**config.mk**
```make
export PLATFORM = sky130hd
export DESIGN_NAME = bsg_down_token_sched
export DESIGN_NICKNAME = d
export VERILOG_FILES = /design/src/rtl/bsg_link_pkg.sv /design/src/rtl/bsg_down_token_pulse_gen.sv /design/src/rtl/bsg_down_token_sched.sv
export SDC_FILE = /design/constraint.sdc
export NUM_CORES = 1
export LEC_CHECK = 0
export ABC_AREA = 1
export ABC_CLOCK_PERIOD_IN_PS = 3100
export CORE_UTILIZATION = 56
export CTS_CLUSTER_DIAMETER = 50
export CTS_CLUSTER_SIZE = 12
export DETAILED_ROUTE_END_ITERATION = 12
export PLACE_DENSITY = 0.83
export SETUP_SLACK_MARGIN = 0.4
export SYNTH_ARGS = -nofsm -noshare
export SYNTH_HDL_FRONTEND = slang
export SYNTH_HIERARCHICAL = 1
export SYNTH_SLANG_ARGS = --single-unit
export TNS_END_PERCENT = 30
```
**constraint.sdc**
```tcl
create_clock -name clk -period 3.1 [get_ports clk]
set_input_delay 0.62 -clock clk [delete_from_list [all_inputs] [get_ports clk]]
set_output_delay 0.62 -clock clk [all_outputs]
set_load 0.1 [all_outputs]
```
**src/rtl/bsg_link_pkg.sv**
```systemverilog
// ---------------------------------------------------------------------------
// bsg_link_pkg
//  Shared definitions for the BSG link credit path. Both the downstream token
//  scheduler and the upstream credit counter import this package so that
//  both ends agree on the decimation factor.
//  Contents:
//   token_sched_state_e        token scheduler FSM states
//   DOWN_LG_DECIMATION_DEFAULT log2 of the freed slots returned per token
//   DOWN_TOKEN_GAP_DEFAULT     minimum low cycles after each token pulse
//   TOKEN_GAP_W                width of the gap counter (gap range 0..15)
// ---------------------------------------------------------------------------
package bsg_link_pkg;

  typedef enum logic [1:0] {
    IDLE = 2'd0,
    SEND = 2'd1,
    GAP  = 2'd2
  } token_sched_state_e;

  localparam int DOWN_LG_DECIMATION_DEFAULT = 2;
  localparam int DOWN_TOKEN_GAP_DEFAULT     = 1;
  localparam int TOKEN_GAP_W                = 4;

endpackage

```
**src/rtl/bsg_down_token_pulse_gen.sv**
```systemverilog
// ---------------------------------------------------------------------------
// bsg_down_token_pulse_gen
//  Token pulse sequencer. It emits one-cycle io_token_out pulses while tokens
//  are owed and the link is enabled, and holds the line low for at least
//  GAP_CYCLES cycles after each pulse.
//  Ports:
//   clk           in   clock
//   rst_n         in   asynchronous active-low reset
//   flush_i       in   synchronous clear back to IDLE
//   link_en_i     in   new pulses may start
//   pending_nz_i  in   at least one token is owed
//   io_token_out  out  registered token pulse
//   sent_o        out  decrement strobe, high during the SEND cycle
//   state_o       out  current FSM state
// ---------------------------------------------------------------------------
module bsg_down_token_pulse_gen
  import bsg_link_pkg::*;
#(
  parameter int GAP_CYCLES = DOWN_TOKEN_GAP_DEFAULT
) (
  input  logic               clk,
  input  logic               rst_n,
  input  logic               flush_i,
  input  logic               link_en_i,
  input  logic               pending_nz_i,
  output logic               io_token_out,
  output logic               sent_o,
  output token_sched_state_e state_o
);

  localparam logic [TOKEN_GAP_W-1:0] GAP_LOAD =
    (GAP_CYCLES > 0) ? TOKEN_GAP_W'(GAP_CYCLES - 1) : '0;

  token_sched_state_e     r_state;
  logic                   r_token;
  logic [TOKEN_GAP_W-1:0] r_gap_cnt;

  logic w_start;
  assign w_start = link_en_i && pending_nz_i;

  always_ff @(posedge clk or negedge rst_n) begin
    if (!rst_n) begin
      r_state   <= IDLE;
      r_token   <= 1'b0;
      r_gap_cnt <= '0;
    end else if (flush_i) begin
      r_state   <= IDLE;
      r_token   <= 1'b0;
      r_gap_cnt <= '0;
    end else begin
      case (r_state)
        IDLE: begin
          if (w_start) begin
            r_state <= SEND;
            r_token <= 1'b1;
          end
        end
        SEND: begin
          r_token <= 1'b0;
          if (GAP_CYCLES > 0) begin
            r_state   <= GAP;
            r_gap_cnt <= GAP_LOAD;
          end else begin
            r_state <= IDLE;
          end
        end
        GAP: begin
          // Last gap cycle launches the next pulse directly, so a backlog
          // drains at one token per GAP_CYCLES+1 cycles instead of paying an
          // extra IDLE cycle per token.
          if (r_gap_cnt == '0) begin
            if (w_start) begin
              r_state <= SEND;
              r_token <= 1'b1;
            end else begin
              r_state <= IDLE;
            end
          end else begin
            r_gap_cnt <= r_gap_cnt - 1'b1;
          end
        end
        default: begin
          r_state <= IDLE;
          r_token <= 1'b0;
        end
      endcase
    end
  end

  assign io_token_out = r_token;
  assign sent_o       = (r_state == SEND);
  assign state_o      = r_state;

endmodule

```
**src/rtl/bsg_down_token_sched.sv**
```systemverilog
// ---------------------------------------------------------------------------
// bsg_down_token_sched
//  Credit-return scheduler for the downstream channel. It counts buffer slots
//  freed by core dequeues, batches each 2**LG_DECIMATION of them into one
//  token, and has the pulse generator return owed tokens on io_token_out.
//  Ports:
//   clk               in   clock
//   rst_n             in   asynchronous active-low reset
//   link_en_i         in   tokens may be sent
//   flush_i           in   synchronous clear of all credit state
//   core_deq_i        in   one buffer slot freed this cycle
//   io_token_out      out  one-cycle token pulse to upstream
//   pending_tokens_o  out  tokens owed, not yet sent
//   credit_err_o      out  sticky: more slots freed than the buffer holds
//   busy_o            out  FSM active or tokens owed
// ---------------------------------------------------------------------------
module bsg_down_token_sched
  import bsg_link_pkg::*;
#(
  parameter int DEPTH         = 64,
  parameter int LG_DECIMATION = DOWN_LG_DECIMATION_DEFAULT,
  parameter int GAP_CYCLES    = DOWN_TOKEN_GAP_DEFAULT,
  parameter int CNT_W         = $clog2((DEPTH >> LG_DECIMATION) + 1)
) (
  input  logic             clk,
  input  logic             rst_n,
  input  logic             link_en_i,
  input  logic             flush_i,
  input  logic             core_deq_i,
  output logic             io_token_out,
  output logic [CNT_W-1:0] pending_tokens_o,
  output logic             credit_err_o,
  output logic             busy_o
);

  localparam logic [CNT_W-1:0] MAX_PEND = CNT_W'(DEPTH >> LG_DECIMATION);

  logic [CNT_W-1:0]   r_pending;
  logic               r_err;
  logic               w_full;
  logic               w_deq_ok;
  logic               w_group_done;
  logic               w_sent;
  token_sched_state_e w_state;

  // With the owed count saturated, a further dequeue means upstream sent
  // more than the buffer holds; drop it rather than wrap the count.
  assign w_full   = (r_pending == MAX_PEND);
  assign w_deq_ok = core_deq_i && !w_full;

  generate
    if (LG_DECIMATION == 0) begin : g_no_frac
      assign w_group_done = w_deq_ok;
    end else begin : g_frac
      logic [LG_DECIMATION-1:0] r_frac;
      always_ff @(posedge clk or negedge rst_n) begin
        if (!rst_n) begin
          r_frac <= '0;
        end else if (flush_i) begin
          r_frac <= '0;
        end else if (w_deq_ok) begin
          r_frac <= r_frac + 1'b1;
        end
      end
      assign w_group_done = w_deq_ok && (&r_frac);
    end
  endgenerate

  // A completed group and a SEND-exit decrement on the same edge cancel.
  always_ff @(posedge clk or negedge rst_n) begin
    if (!rst_n) begin
      r_pending <= '0;
      r_err     <= 1'b0;
    end else if (flush_i) begin
      r_pending <= '0;
      r_err     <= 1'b0;
    end else begin
      r_pending <= r_pending + CNT_W'(w_group_done) - CNT_W'(w_sent);
      if (core_deq_i && w_full) begin
        r_err <= 1'b1;
      end
    end
  end

  bsg_down_token_pulse_gen #(
    .GAP_CYCLES (GAP_CYCLES)
  ) u_pulse_gen (
    .clk          (clk),
    .rst_n        (rst_n),
    .flush_i      (flush_i),
    .link_en_i    (link_en_i),
    .pending_nz_i (r_pending != '0),
    .io_token_out (io_token_out),
    .sent_o       (w_sent),
    .state_o      (w_state)
  );

  assign pending_tokens_o = r_pending;
  assign credit_err_o     = r_err;
  assign busy_o           = (w_state != IDLE) || (r_pending != '0);

  a_pending_bound : assert property (@(posedge clk) disable iff (!rst_n)
    r_pending <= MAX_PEND);
  a_no_merge : assert property (@(posedge clk) disable iff (!rst_n)
    io_token_out |=> !io_token_out);
  a_token_in_send : assert property (@(posedge clk) disable iff (!rst_n)
    io_token_out |-> (w_state == SEND));

endmodule

```
==> results.toml, run 1 <==
[status]
status = "finished, final reports clean"

[clocking]
clkTransAtPathRegs_ns = 0.09
htree_levels = 1
cts-root-buf = "clkbuf_4"
clock_latency_ns = 0.28
cts_hold_buf = 0
clk_path_buf_depth = 2
cts_buffers = 3
clkSinkCount = 15
cts_setup_buffers = 0
ctsResizeCount = 0
cts_tree = "done"

[critical_path]
start_kind = "input pin"
cp_cell_sequence = "clkdlybuf4s50_1, nand3_1, ha_1, inv_1, ha_1, inv_1, fa_1, inv_1, nand3_1, a21oi_1, nor2_2"
crit_type = "input pin to flop"
slowest_delay_ns = 0.54
cpMaxStageDelayCell = "clkdlybuf4s50_1"
worst_ep_arrival_time_ns = 2.60
cp.buffers_inverters = 4
worst_setup_path_end_kind = "flop"
crit_fanout = 5
crit_path_frequent_cell = "inv_1"
cp.required_ns = 3.28
path_delay_family = "adder cells"

[power_and_ir_drop]
power.leakage_uw = 0.000584
cellPowerDensity_nw_per_um2 = 1060
max-vdd-ir-drop_uv = 808
fin_total_pwr_uw = 1130

[global_routing]
grt_usage_pct = 23.7
antenna_found_initial = 0
grt_pass1_vias = 773
overflow = 0
grt_pass1_wl_mm = 3.23
grt_max_degree = 16

[place]
place_area_um2 = 1040
io_buffers = 12
place.gp.congestion = 0.772
place_hpwl_mm = 1.40

[finish]
syn_to_final_growth_pct = 16.3
num_antenna_cells = 0
layout.nets = 151
drive_above_1_share_pct = 16.3
fin_util_pct = 70.2
design_area_um2 = 1070

[timing]
worstMarginPinSlew_ns = 0.671
max_freq_ghz = 0.413
slew_headroom_pct = 55.1
maxSlewViolCount = 0
rsz0062_at_grt = "no"
hold_violations = 0
skew_ns = 0.00186
min_period_ns = 2.42
finalCritPeriodShare_pct = 78.2
setup_viol_count_final = 0
tns_ns = 0

[synth]
synth_top_area_share_pct = 40.8
syn_area_per_cell_um2 = 7.73
ys_ff_latch = 15
netlist_area_um2 = 920
yosysWarnings = 6
synth_cell_types = 16
postSynthNetCount = 134
synth_top_area_cell = "dfrtp_1"
synth_seq_area_share_pct = 40.8
synth_cells = 119
synth_area_leaders = "dfrtp_1 41%, ha_1 12%, nand2_1 12%"

[detailed_routing]
wl_per_cell_um = 11.4
firstDrtPassIters = 4
viasPerCell = 5.45
drt-initial-drc-count = 17
ant_nets = 0
wl_mm = 1.73
drc = 0
vias = 823

[flow_run]
max_cap_violations = 0

[die]
die_w_um = 42.5
num_rows = 14
start_util_pct = 60.3
die_area_um2 = 1810
core_um2 = 1520
die_h_um = 42.5
pin_count = 13

[hold_path]
hp-class = "flop to flop"
-- placed cells by master (no fill, tap or decap) --
| cell | synthesis | layout |
|---|---|---|
| nand3_1 | 16 | 16 |
| nor3_1 | 1 | 1 |
| nand4_1 | 2 | 2 |
| nand2_2 | 1 | 1 |
| dfrtp_1 | 15 | 13 |
| clkinv_2 | 0 | 1 |
| dfrtp_2 | 0 | 2 |
| nor2_2 | 4 | 4 |
| clkdlybuf4s50_1 | 0 | 4 |
| nand2_1 | 30 | 30 |
| o21ai_0 | 2 | 2 |
| fa_1 | 1 | 1 |
| a21oi_1 | 6 | 6 |
| inv_1 | 18 | 18 |
| clkbuf_4 | 0 | 3 |
| nor2_1 | 10 | 10 |
| a21oi_2 | 1 | 1 |
| xor2_1 | 1 | 1 |
| ha_1 | 9 | 9 |
| inv_2 | 2 | 2 |
| buf_4 | 0 | 8 |
-- through the flow --
step	std cells	hold slack, ns	setup WS, ns
2_1_floorplan	119	0.324	0.413
3_3_place_gp	147	0.480	0.460
3_5_place_dp	147	0.480	0.390
4_1_cts	151	0.507	0.698
5_1_grt	151	0.545	0.521
6_report	151	0.501	0.677
-- metal layers --
metal	up-vias	track usage [%]	share of wire [%]
met5	-	0	0
met4	0	9.38	0.58
met3	2	2.59	4.5
met2	20	40.6	49
met1	388	30.3	46
li1	413	-	-
-- final timing paths --
kind                                     startpoint                       end  depth (start not counted)  slack [ns]
max in group asynchronous                     rst_n       pending_tokens_o[3]                          1        1.89
hold / removal             u_pulse_gen/io_token_out  u_pulse_gen/io_token_out                          2        0.50
setup / recovery                         core_deq_i       pending_tokens_o[4]                         11        0.68
setup reg to reg                pending_tokens_o[3]       pending_tokens_o[4]                         13        0.71
hold reg to reg            u_pulse_gen/io_token_out  u_pulse_gen/io_token_out                          2        0.50
min in group asynchronous                     rst_n       pending_tokens_o[2]                          1        0.74
-- synth_stat cells (all sizes together) --
cell,count
a21oi,7
dfrtp,15
fa,1
ha,9
inv,20
nand2,31
nand3,16
nand4,2
nor2,14
nor3,1
o21ai,2
xor2,1
-- worst reg2reg max path: cells and delay by family (launching register included) --
family	cells	cell delay [ns]
AO/OA/AOI/OAI	1	0.20
AND/OR/NAND/NOR	4	0.43
buffers and inverters	4	0.31
adder cells (fa/ha/maj)	4	0.93
flip-flops	1	0.42
-- state kept, by name, summed over array words and instances (netlist names) --
register,count
u_pulse_gen/r_gap_cnt,4
u_pulse_gen/io_token_out,1
g_frac.r_frac,2
u_pulse_gen/state_o,2
credit_err_o,1
pending_tokens_o,5
-- report_power, final --
part           switching, uW  total [uW]  internal (uW)  leakage (uW)
Clock                   63.7         112           47.8     0.0000177
Sequential              48.9         292            244      0.000199
Combinational            543         727            184      0.000367
-- final cells by class --
class	count	area, um2
multi-input cells	84	469
fillers	133	454
flip-flops and latches	15	378
repair buffers	12	100
inverters	20	75.1
clock buffers	3	22.5
well taps	16	20.0
clock inverters	1	5.00
-- kinds of logic after synthesis --
family / count (synthesis) / share of synthesized area, %
simple gates: 64 / 30.3
buf+inv: 20 / 8.16
flops: 15 / 40.8
fa+ha+maj: 10 / 14.4
compound gates: 9 / 5.31
xor+xnor: 1 / 0.953
Note: power is estimated with default switching activity, not from simulation.
==> run 2: changes to the inputs <==
Settings changed: ABC_CLOCK_PERIOD_IN_PS 3100 to 2500, CORE_UTILIZATION 56 to 52, PLACE_DENSITY 0.83 to 0.78.
Clock period 3.1 ns to 2.5 ns, I/O delays scaled along.
==> run 2 against run 1 <==
Clock skew rose by 0.0048 ns. Sequential share of layout area fell by 4.4 points. Hold slack got worse by 0.0010 ns. Routed wire length rose by 18%. Non-clock buffer count rose by 10. Total power rose by 51%.
==> results.toml, run 2 (synthesis gave the netlist of run 1 again) <==
[status]
status = "finished, final reports clean"

[place]
place_hpwl_mm = 1.51
place_inst = 148
place_area_um2 = 1100
io_buffers = 12
place.gp.congestion = 0.832

[detailed_routing]
drc = 0
wl_mm = 2.04
viasPerCell = 5.29
vias = 852
ant_nets = 0
wl_per_cell_um = 12.6
firstDrtPassIters = 4
drt-initial-drc-count = 16

[power_and_ir_drop]
cellPowerDensity_nw_per_um2 = 1350
max-vdd-ir-drop_uv = 962
fin_total_pwr_uw = 1710
power.leakage_uw = 0.000633

[timing]
tns_ns = 0
fin_hold_ws_ns = 0.500
finalCritPeriodShare_pct = 85.4
min_period_ns = 2.14
max_freq_ghz = 0.468
maxSlewViolCount = 0
slew_headroom_pct = 55.0
worstMarginPinSlew_ns = 0.673
rsz0062_at_grt = "yes"
setup_viol_count_final = 0
skew_ns = 0.00671
hold_violations = 0

[clocking]
htree_levels = 1
cts_buffers = 3
clk_path_buf_depth = 2
clock_latency_ns = 0.28
clkSinkCount = 15
cts-root-buf = "clkbuf_4"
cts_tree = "done"
clkTransAtPathRegs_ns = 0.09

[global_routing]
grt_pass1_wl_mm = 3.55
antenna_found_initial = 0
overflow = 0
grt_max_degree = 16
grt_usage_pct = 24.9
grt_pass1_vias = 859

[die]
die_area_um2 = 1940
core_um2 = 1580
die_w_um = 44.1
num_rows = 14
die_h_um = 44.1
pin_count = 13
start_util_pct = 58.3

[finish]
syn_to_final_growth_pct = 37.0
num_antenna_cells = 0
final_cells = 161
design_area_um2 = 1260
largest_reg_flops = 5
final_common_cell = "nand2_1"
drive_above_1_share_pct = 35.9
layout.nets = 161
final_cell_mix = "29 x nand2_1, 18 x buf_4, 13 x inv_1"

[critical_path]
cp.required_ns = 2.66
worstReg2RegStart = "pending_tokens_o[2]"
crit_fanout = 3
start_kind = "flop"
worst_setup_path_end_kind = "flop"
crit_type = "flop to flop"
crit_start = "pending_tokens_o[2]"
worst_ep_arrival_time_ns = 2.30

[hold_path]
hold_start = "u_pulse_gen/io_token_out"
hp-class = "flop to flop"

[flow_run]
max_cap_violations = 0
run 2: cell types whose count changed in the layout (fill, tap and decap cells not counted), sizes merged:
cell  delta
buf     +10
run 2: critical path: stages (launching register included):
cell,delay [ns]
dfrtp_4,0.51
inv_4,0.07
ha_4,0.15
nand3_4,0.08
nand3_4,0.07
ha_4,0.20
inv_4,0.06
ha_4,0.12
inv_2,0.04
fa_2,0.35
inv_2,0.10
buf_4,0.11
buf_4,0.09
a21oi_1,0.07
run 2: cell type report:
cell class / instances / area (um2)
inverter: 20 / 82.6
fill: 117 / 317
clock buffer: 3 / 22.5
clock inverter: 1 / 5.00
timing repair buffer: 22 / 175
multi-input combinational: 84 / 566
tap: 16 / 20.0
sequential: 15 / 389
run 2: repair_timing:
item,4_1_cts,5_1_grt
hold endpoints to repair,0,0
endpoints found under the setup margin,2,3
resized for setup,7,5
gates cloned,0,0
hold buffers,0,0
buffers inserted,6,3
pin swaps,3,3
run 2: layer usage:
metal / GRT usage (%) / share of wire, %
met4: 8.48 / 0.44
met1: 31.2 / 45
met2: 44.4 / 52
met3: 2.86 / 2.8
met5: 0 / 0
run 2: worst paths after layout:
kind | endpoint | slack, ns | cells after the start
worst max-delay path | pending_tokens_o[2] | 0.36 | 13
worst min-delay path | u_pulse_gen/io_token_out | 0.50 | 2
worst max register to register | pending_tokens_o[2] | 0.36 | 13
worst min register to register | u_pulse_gen/io_token_out | 0.50 | 2
max in group asynchronous | pending_tokens_o[3] | 1.39 | 1
min in group asynchronous | pending_tokens_o[4] | 0.61 | 1
run 2: metrics by stage:
| step | util, % | setup WS, ns |
|---|---|---|
| 6_report | 79.9 | 0.365 |
| 5_1_grt | 79.9 | 0.283 |
| 4_1_cts | 76.9 | 0.364 |
| 3_5_place_dp | 70.1 | 0.0654 |
| 3_3_place_gp | 70.1 | 0.148 |
| 2_1_floorplan | - | 0.257 |
run 2: power by group:
group          internal, uW  switching (uW)
Clock                  59.3            83.7
Sequential              315            73.8
Combinational           393             782
==> run 3: changes to the inputs <==
Settings changed: CELL_PAD_IN_SITES_DETAIL_PLACEMENT set to 0, CELL_PAD_IN_SITES_GLOBAL_PLACEMENT set to 2, CORE_UTILIZATION 52 to 30, PLACE_DENSITY 0.78 to 0.77, SLEW_MARGIN set to 40.
==> run 3 against run 2 <==
The run now ends with design-rule violations left. Utilization down 35 points. Hold slack gained 0.0083 ns. Critical path depth stayed put. Count of clock-buffer cells in the layout grew 1. Largest cell class unchanged.
==> results.toml, run 3 (synthesis gave the netlist of run 1 again) <==
[clocking]
htree_levels = 1
cts-root-buf = "clkbuf_4"
cts_tree = "done"
clk_path_buf_depth = 2
clock_latency_ns = 0.29
cts_buffers = 3
clkTransAtPathRegs_ns = 0.09
clkSinkCount = 15

[global_routing]
grt_usage_pct = 15.4
grt_pass1_wl_mm = 3.89
overflow = 0
grt_pass1_vias = 874
antenna_found_initial = 0
grt_max_degree = 16

[power_and_ir_drop]
pwr-share-seq_pct = 23.7
fin_total_pwr_uw = 1650
internal-power_uw = 732
clockPowerShare_pct = 8.9
p_comb_share_pct = 67.4
cellPowerDensity_nw_per_um2 = 1300
swShare_pct = 55.6
p_switching_uw = 915
power.leakage_uw = 0.000631
max-vdd-ir-drop_uv = 578

[timing]
hold_violations = 0
finalCritPeriodShare_pct = 83.7
slew_headroom_pct = 77.4
skew_ns = 0.00518
setup_viol_count_final = 0
min_period_ns = 2.09
maxSlewViolCount = 0
tns_ns = 0
max_freq_ghz = 0.478
rsz0062_at_grt = "yes"
worstMarginPinSlew_ns = 0.339

[detailed_routing]
wl_mm = 2.13
ant_nets = 0
drc = 2
drt-initial-drc-count = 25
firstDrtPassIters = 8
wl_per_cell_um = 12.1
viasPerCell = 4.71
vias = 829

[status]
violations = "design-rule violations"
status = "finished with violations"

[place]
place_hpwl_mm = 1.51
place.gp.congestion = 0.738
io_buffers = 12

[finish]
final_cell_mix = "30 x nand2_1, 18 x buf_4, 13 x inv_1"
final_common_cell = "nand2_1"
syn_to_final_growth_pct = 37.6
layout.nets = 161
num_antenna_cells = 0
largest_reg_flops = 5
drive_above_1_share_pct = 34.5

[die]
start_util_pct = 32.5
die_w_um = 57.4
die_area_um2 = 3290
num_rows = 19
die_h_um = 57.4
core_um2 = 2830
pin_count = 13

[critical_path]
r2r_end = "pending_tokens_o[4]"
cp.required_ns = 2.68
crit_fanout = 3
worst_ep_arrival_time_ns = 2.27
reg2regPathDepth = 13
r2r_slack_ns = 0.41
crit_type = "flop to flop"
start_kind = "flop"
worst_setup_path_end_kind = "flop"
worstReg2RegStart = "pending_tokens_o[2]"

[hold_path]
hold_start = "u_pulse_gen/io_token_out"
hp-class = "flop to flop"
holdPathEnd = "u_pulse_gen/io_token_out"
holdPathStages = 2

[flow_run]
max_cap_violations = 0
## run 3: layout make-up
class	count	area (um2)
multi-input combinational	84	556
inverter	20	80.1
sequential	15	389
fill	286	1560
timing repair buffer	22	175
clock buffer	4	26.3
tap	31	38.8
## run 3: power groups by stage
stage	Clock, uW	Sequential (uW)	Combinational, uW
after floorplan	0	685	486
final	147	391	1110
after global routing	165	400	1210
after detailed placement	0	393	980
after CTS	153	391	1080
after global placement	0	391	973
## run 3: per-stage QoR
stage / setup WS (ns) / cell area (um2) / utilization, % / hold slack, ns / cells
finish: 0.409 / 1260 / 44.7 / 0.508 / 176
detailed placement: 0.121 / 1130 / 40.0 / 0.486 / 164
CTS: 0.397 / 1250 / 44.2 / 0.509 / 174
global placement: 0.147 / 1130 / 40.0 / 0.474 / 164
floorplan: 0.257 / 977 / - / 0.204 / 119
global route: 0.317 / 1260 / 44.7 / 0.530 / 176
## run 3: how the worst max path moves through the flow
| stage | start | end |
|---|---|---|
| 6_report | pending_tokens_o[2] | pending_tokens_o[4] |
| 5_1_grt | pending_tokens_o[2] | pending_tokens_o[4] |
| 4_1_cts | pending_tokens_o[3] | pending_tokens_o[4] |
| 3_5_place_dp | core_deq_i | pending_tokens_o[4] |
| 3_3_place_gp | core_deq_i | pending_tokens_o[4] |
| 2_1_floorplan | pending_tokens_o[3] | pending_tokens_o[4] |
## run 3: critical path, cell delays in order (launching register included)
cell     delay [ns]
dfrtp_4        0.50
inv_4          0.07
ha_4           0.14
nand3_4        0.08
nand3_4        0.07
ha_4           0.19
inv_2          0.06
ha_4           0.13
inv_2          0.04
fa_2           0.34
inv_2          0.07
nand3_2        0.08
a21oi_2        0.15
nor2_2         0.05
## run 3: routing by layer
layer | wire [um] | part of all wire [%] | global-route usage (%) | up-vias
li1 | - | - | - | 432
met1 | 999 | 47 | 20.3 | 386
met2 | 1070 | 50 | 25.6 | 9
met3 | 54 | 2.5 | 2.04 | 2
met4 | 13 | 0.61 | 6.27 | 0
met5 | 0 | 0 | 0 | -
## run 3: repair_timing
| item | 4_1_cts | 5_1_grt |
|---|---|---|
| pin swaps | 5 | 5 |
| hold buffers | 0 | 0 |
| resized for setup | 9 | 0 |
| endpoints found under the hold margin | 0 | 0 |
| endpoints found under the setup margin | 1 | 3 |
| setup buffers | 6 | 2 |
